[src/rtl/rv_pkg.sv]
// Shared RISC-V front-end types and constants.
// XLEN/ILEN fix the datapath widths of every fetch-side block; fetch_entry_t
// is the {pc, instr} pair handed from fetch to decode.
package rv_pkg;

    localparam int XLEN = 32;
    localparam int ILEN = 32;

    // Canonical NOP (addi x0, x0, 0), used by downstream stages for bubbles.
    localparam logic [ILEN-1:0] NOP_INSTR = 32'h0000_0013;

    // Clears the byte-offset bits of a PC; instruction memory is word-aligned.
    localparam logic [XLEN-1:0] PC_ALIGN_MASK = ~XLEN'(3);

    typedef struct packed {
        logic [XLEN-1:0] pc;
        logic [ILEN-1:0] instr;
    } fetch_entry_t;

endpackage

[src/rtl/fetch_buf.sv]
// Two-entry FIFO of fetch_entry_t between the fetch datapath and decode.
// Push and pop in the same cycle are legal at any occupancy, including full:
// the popped head slot is the one the push lands in, so occupancy is unchanged.
// flush_i empties the FIFO without clearing the storage.
module fetch_buf
    import rv_pkg::*;
(
    input  logic         clk_i,
    input  logic         rst_i,
    input  logic         push_i,
    input  fetch_entry_t push_data_i,
    input  logic         pop_i,
    input  logic         flush_i,
    output fetch_entry_t head_o,
    output logic [1:0]   occ_o
);

    fetch_entry_t r_mem [2];
    logic         r_rd_ptr;
    logic         r_wr_ptr;
    logic [1:0]   r_occ;

    logic         w_push;
    logic         w_pop;

    // A push into a full FIFO is only honoured when the head leaves the same cycle;
    // a pop from an empty FIFO is ignored.
    always_comb begin
        w_pop  = pop_i & (r_occ != 2'd0);
        w_push = push_i & ((r_occ != 2'd2) | w_pop);
    end

    // Storage, pointers and occupancy.
    always_ff @(posedge clk_i) begin
        if (rst_i) begin
            r_mem[0] <= '0;
            r_mem[1] <= '0;
            r_rd_ptr <= 1'b0;
            r_wr_ptr <= 1'b0;
            r_occ    <= 2'd0;
        end else if (flush_i) begin
            r_rd_ptr <= 1'b0;
            r_wr_ptr <= 1'b0;
            r_occ    <= 2'd0;
        end else begin
            if (w_push) begin
                r_mem[r_wr_ptr] <= push_data_i;
                r_wr_ptr        <= ~r_wr_ptr;
            end
            if (w_pop) begin
                r_rd_ptr <= ~r_rd_ptr;
            end
            case ({w_push, w_pop})
                2'b10:   r_occ <= r_occ + 2'd1;
                2'b01:   r_occ <= r_occ - 2'd1;
                default: r_occ <= r_occ;
            endcase
        end
    end

    assign head_o = r_mem[r_rd_ptr];
    assign occ_o  = r_occ;

endmodule

[src/rtl/ifetch.sv]
// Instruction fetch stage.
// Owns the PC, drives the word-aligned instruction memory read port, hides the
// memory's one-cycle registered read latency and hands {pc, instr} to decode.
//
// Handshake: instr_valid_o/instr_o/instr_pc_o describe the head instruction;
// a transfer happens in any cycle where instr_valid_o & instr_ready_i. While
// valid is high and ready is low the head is held stable until it transfers
// or a redirect/reset discards it.
//
// Datapath widths come from rv_pkg::XLEN. Optional feature: define
// IFETCH_PERF_EN to add the perf_fetched_o / perf_stall_o counters.
module ifetch
    import rv_pkg::*;
#(
    parameter int              ADDR_W   = 32,
    parameter logic [XLEN-1:0] RESET_PC = '0
) (
    input  logic              clk_i,
    input  logic              rst_i,
    output logic [ADDR_W-1:0] mem_raddr_o,
    input  logic [XLEN-1:0]   mem_rdata_i,
    output logic              instr_valid_o,
    input  logic              instr_ready_i,
    output logic [XLEN-1:0]   instr_o,
    output logic [XLEN-1:0]   instr_pc_o,
    input  logic              redirect_i,
    input  logic [XLEN-1:0]   redirect_pc_i
`ifdef IFETCH_PERF_EN
    ,
    output logic [31:0]       perf_fetched_o,
    output logic [31:0]       perf_stall_o
`endif
);

    logic [XLEN-1:0] r_pc;
    logic            r_inflight;
    logic [XLEN-1:0] r_inflight_pc;

    fetch_entry_t    w_buf_head;
    fetch_entry_t    w_push_data;
    logic [1:0]      w_occ;
    logic            w_has_entry;
    logic            w_valid;
    logic            w_pop;
    logic [2:0]      w_load;
    logic            w_issue;
    logic            w_push;
    logic            w_buf_pop;

    // Handshake, issue rule and buffer control.
    // The issue decision depends on instr_ready_i in the same cycle, so a word
    // leaving this cycle frees room for the read being launched now.
    always_comb begin
        w_has_entry = (w_occ != 2'd0);
        w_valid     = ~redirect_i & (w_has_entry | r_inflight);
        w_pop       = w_valid & instr_ready_i;
        w_load      = {1'b0, w_occ} + {2'b00, r_inflight};
        w_issue     = ~redirect_i & (w_load <= (3'd1 + {2'b00, w_pop}));
        // Older buffered entries always leave first; the in-flight word only
        // bypasses when the buffer is empty. Otherwise it queues behind them.
        w_buf_pop   = w_pop & w_has_entry;
        w_push      = r_inflight & ~redirect_i & ~(w_pop & ~w_has_entry);
        w_push_data = '{pc: r_inflight_pc, instr: mem_rdata_i};
    end

    // Output head: buffer first, then the word arriving from memory this cycle.
    always_comb begin
        instr_o    = '0;
        instr_pc_o = '0;
        if (w_has_entry) begin
            instr_o    = w_buf_head.instr;
            instr_pc_o = w_buf_head.pc;
        end else if (r_inflight) begin
            instr_o    = mem_rdata_i;
            instr_pc_o = r_inflight_pc;
        end
    end

    assign instr_valid_o = w_valid;
    // Memory reads pc_q every cycle; the result only matters when a read was issued.
    assign mem_raddr_o   = ADDR_W'(r_pc >> 2);

    // PC and in-flight tracking.
    always_ff @(posedge clk_i) begin
        if (rst_i) begin
            r_pc          <= RESET_PC;
            r_inflight    <= 1'b0;
            r_inflight_pc <= '0;
        end else if (redirect_i) begin
            r_pc       <= redirect_pc_i & PC_ALIGN_MASK;
            r_inflight <= 1'b0;
        end else if (w_issue) begin
            r_pc          <= r_pc + XLEN'(4);
            r_inflight    <= 1'b1;
            r_inflight_pc <= r_pc;
        end else begin
            r_inflight <= 1'b0;
        end
    end

    fetch_buf u_fetch_buf (
        .clk_i       (clk_i),
        .rst_i       (rst_i),
        .push_i      (w_push),
        .push_data_i (w_push_data),
        .pop_i       (w_buf_pop),
        .flush_i     (redirect_i),
        .head_o      (w_buf_head),
        .occ_o       (w_occ)
    );

`ifdef IFETCH_PERF_EN
    logic [31:0] r_perf_fetched;
    logic [31:0] r_perf_stall;

    // Transfer and back-pressure counters; valid is forced low on redirect
    // cycles, so those cycles never count.
    always_ff @(posedge clk_i) begin
        if (rst_i) begin
            r_perf_fetched <= '0;
            r_perf_stall   <= '0;
        end else begin
            if (w_pop) begin
                r_perf_fetched <= r_perf_fetched + 32'd1;
            end
            if (w_valid & ~instr_ready_i) begin
                r_perf_stall <= r_perf_stall + 32'd1;
            end
        end
    end

    assign perf_fetched_o = r_perf_fetched;
    assign perf_stall_o   = r_perf_stall;
`endif

endmodule
[config.mk]
export PLATFORM = sky130hd
export DESIGN_NAME = ifetch
export DESIGN_NICKNAME = d
export VERILOG_FILES = /design/src/rtl/rv_pkg.sv /design/src/rtl/fetch_buf.sv /design/src/rtl/ifetch.sv
export SDC_FILE = /design/constraint.sdc
export NUM_CORES = 1
export LEC_CHECK = 0
export CORE_UTILIZATION = 48
export CTS_CLUSTER_DIAMETER = 80
export CTS_CLUSTER_SIZE = 20
export DETAILED_ROUTE_END_ITERATION = 10
export GPL_ROUTABILITY_DRIVEN = 0
export PLACE_DENSITY = 0.71
export SYNTH_ARGS = -nofsm -noshare
export SYNTH_HDL_FRONTEND = slang
export SYNTH_SLANG_ARGS = --single-unit
[constraint.sdc]
create_clock -name clk_i -period 7.31 [get_ports clk_i]
set_clock_uncertainty 0.15 [all_clocks]
set_input_delay 0.731 -clock clk_i [delete_from_list [all_inputs] [get_ports clk_i]]
set_output_delay 0.731 -clock clk_i [all_outputs]
set_load 0.02 [all_outputs]
==> qor.yml <==
outcome: "complete, no violations"
placed_area_um2: 10900
grt_max_degree: 126
maxCapViolCount: 0
synth_top_family_by_area: "simple AND/OR/NAND/NOR gates"
place_hpwl_mm: 12.3
clock-sinks: 190
p_leak_nw: 3.83
die_x_um: 140
synth_compound_area_share_pct: 9.25
coreArea_um2: 18700
wl_met1_mm: 9.69
antenna_found_initial: 0
fin_area_um2: 11400
power_mw: 2.37
dieHeight_um: 140
postCtsHoldBufs: 0
drtIter0Drc: 400
max_clock_freq_mhz: 256
critPathRequiredTime_ps: 7510
root_buffer: "clkbuf_16"
fin_crit_ps: 3910
final_nets: 1048
ant_nets: 0
wl_met3_um: 922
synthSimpleGateAreaFrac_pct: 21.2
hold_viol: 0
top_layer: "met4"
antennaDiodeCount: 0
rsz0062_at_grt: "false"
ys_seq_area_share_pct: 55.2
htree_levels: 4
synthAdderAreaFrac_pct: 0.903
start_kind: "primary input"
setup_viol: 0
synthCells: 851
post_cts_resize_count: 0
clk_path_buf_depth: 2
yosysTopAreaCell: "edfxtp_1"
rows: 50
synth_area_leaders: "edfxtp_1, dfxtp_1, and2_1, mux2i_1, nand3_1"
grt_remaining_overflow: 0
synth.avg_cell_area_um2: 10.7
viasPerCell: 5.35
yosysMostFrequentCell: "and2_1"
cp_data_arrival_time_ps: 4100
ir_drop_v: 0.000175
drc: 0
ys_types: 52
fin_crit_sh_pct: 53.4
final-seq-area_um2: 5050
wl_per_cell_um: 16.6
dieArea_um2: 19600
grt_pass1_wl_mm: 33.3
async_flop_share_pct: 0
start_util_pct: 48.9
synth_top_area_share_pct: 40.7
cts_buffers: 17
grt_usage_pct: 21.6
place.port_buffers: 158
syn_area_um2: 9140
fillCellCount: 1590
ys_warn_count: 0
dp_worst_setup_slack_ps: 2960
routed_wl_mm: 20.3
slew_viol_final: 0
path_clk_slew_ps: 70
drive_gt1_share_pct: 7.80
cp.buffers_inverters: 1
synthMuxAreaShare_pct: 7.01
max_slew_margin_pct: 25.2
ys_ff_latch: 190
pin_count: 165
path_delay_family: "compound AO/OA/AOI/OAI gates"
cts_tree: "yes"
cts_setup_buffers: 0
end_kind: "flop"
path_max_fanout: 13
grt_pass1_vias: 6408
drt_pass1_iterations: 4
synth_commonest_cells: "and2_1, edfxtp_1, nand2_1"
setup_total_negative_slack_ps: 0
clk_latency_ps: 430
vias: 6537
multiInputGateArea_um2: 3820
synth_edf_count: 124
setup_slack_ps: 3400
wl_met2_mm: 9.42
slowest_stage: "clkdlybuf4s50_1"
hold_class: "flop to flop"
tightest_slew_ps: 1120
powerDensity_nw_per_um2: 207
synth_xor_area_share_pct: 2.78
critPathMaxStageDelay_ps: 830
worstSetupPathType: "primary input to flop"
synth_ff_type: "edfxtp_1"
syn_to_final_growth_pct: 25.0
path_cells: "clkdlybuf4s50_1, a21oi_1, and2_1, fa_1, o31a_2, o2111ai_4, nor4_4, a31o_2, a311oi_1"
-- stage by stage --
stage	util (%)	hold slack (ps)	cells
after floorplan	-	303	854
after global placement	58.1	313	1189
after detailed placement	58.1	323	1189
after CTS	61.1	334	1221
after global routing	61.1	350	1221
final	61.1	332	1221
-- state kept, by name (all words and copies together) (netlist names), named ones only --
signal                flops
r_pc                     30
r_inflight                1
r_inflight_pc            30
u_fetch_buf.r_mem       124
u_fetch_buf.r_wr_ptr      1
u_fetch_buf.r_rd_ptr      1
u_fetch_buf.occ_o         2
-- tightest hold or removal path, delay by kind of cell, from the launching register on --
| family | cells | cell delay (ps) |
|---|---|---|
| AO/OA/AOI/OAI | 1 | 50 |
| flip-flops | 1 | 330 |
| AND/OR/NAND/NOR | 1 | 60 |
-- power breakdown --
part | internal, mW | switching (mW) | leakage (nW)
clock network | 0.467 | 0.420 | 0.282
logic | 0.114 | 0.142 | 1.72
registers | 1.19 | 0.0371 | 1.83
total | 1.77 | 0.599 | 3.83
-- cells in the final DEF (no fill, tap or decap), types with 4 or more instances in the layout --
cell	Yosys	final
a211oi_1	14	14
a21oi_1	41	41
and2_1	126	126
buf_4	5	11
clkbuf_16	0	18
clkdlybuf4s50_1	0	157
clkinv_4	0	4
conb_1	1	4
dfxtp_1	66	64
edfxtp_1	124	124
ha_1	5	5
inv_1	9	9
inv_6	0	5
mux2i_1	64	64
nand2_1	77	77
nand3_1	68	68
nand4_1	4	4
nor2_1	27	26
nor3_2	3	5
nor4_4	5	5
o21ai_0	67	66
o21bai_1	6	4
xnor2_1	26	26
-- kinds of logic after synthesis --
group / Yosys count
AND/OR/NAND/NOR: 339
flip-flops: 190
AO/OA/AOI/OAI: 144
buffers and inverters: 78
multiplexers: 64
XOR/XNOR: 29
adder cells (fa/ha/maj): 6
other: 1
-- path summary, 6_finish.rpt --
kind / start / to / slack (ps) / cells after the start
worst max-delay path: redirect_i / r_pc[30] / 3400 / 9
worst max register to register: u_fetch_buf.occ_o[0] / r_pc[30] / 4000 / 9
worst min-delay path: r_inflight_pc[16] / r_inflight_pc[16] / 330 / 2
worst min register to register: r_inflight_pc[16] / r_inflight_pc[16] / 330 / 2
-- final cells by class --
type                    count  area share (%)
clock inverters            14            1.05
clock buffers              18            3.94
repair buffers            169            14.5
multi-input cells         586            33.4
flip-flops and latches    190            44.2
inverters                  10           0.328
well taps                 234            2.56
-- metal layers --
layer	GRT usage (%)	vias to the layer above
li1	-	3256
met1	29.5	3094
met2	35.0	170
met3	3.62	17
met4	7.40	0
met5	0	-
(Power assumes the default switching activity.)
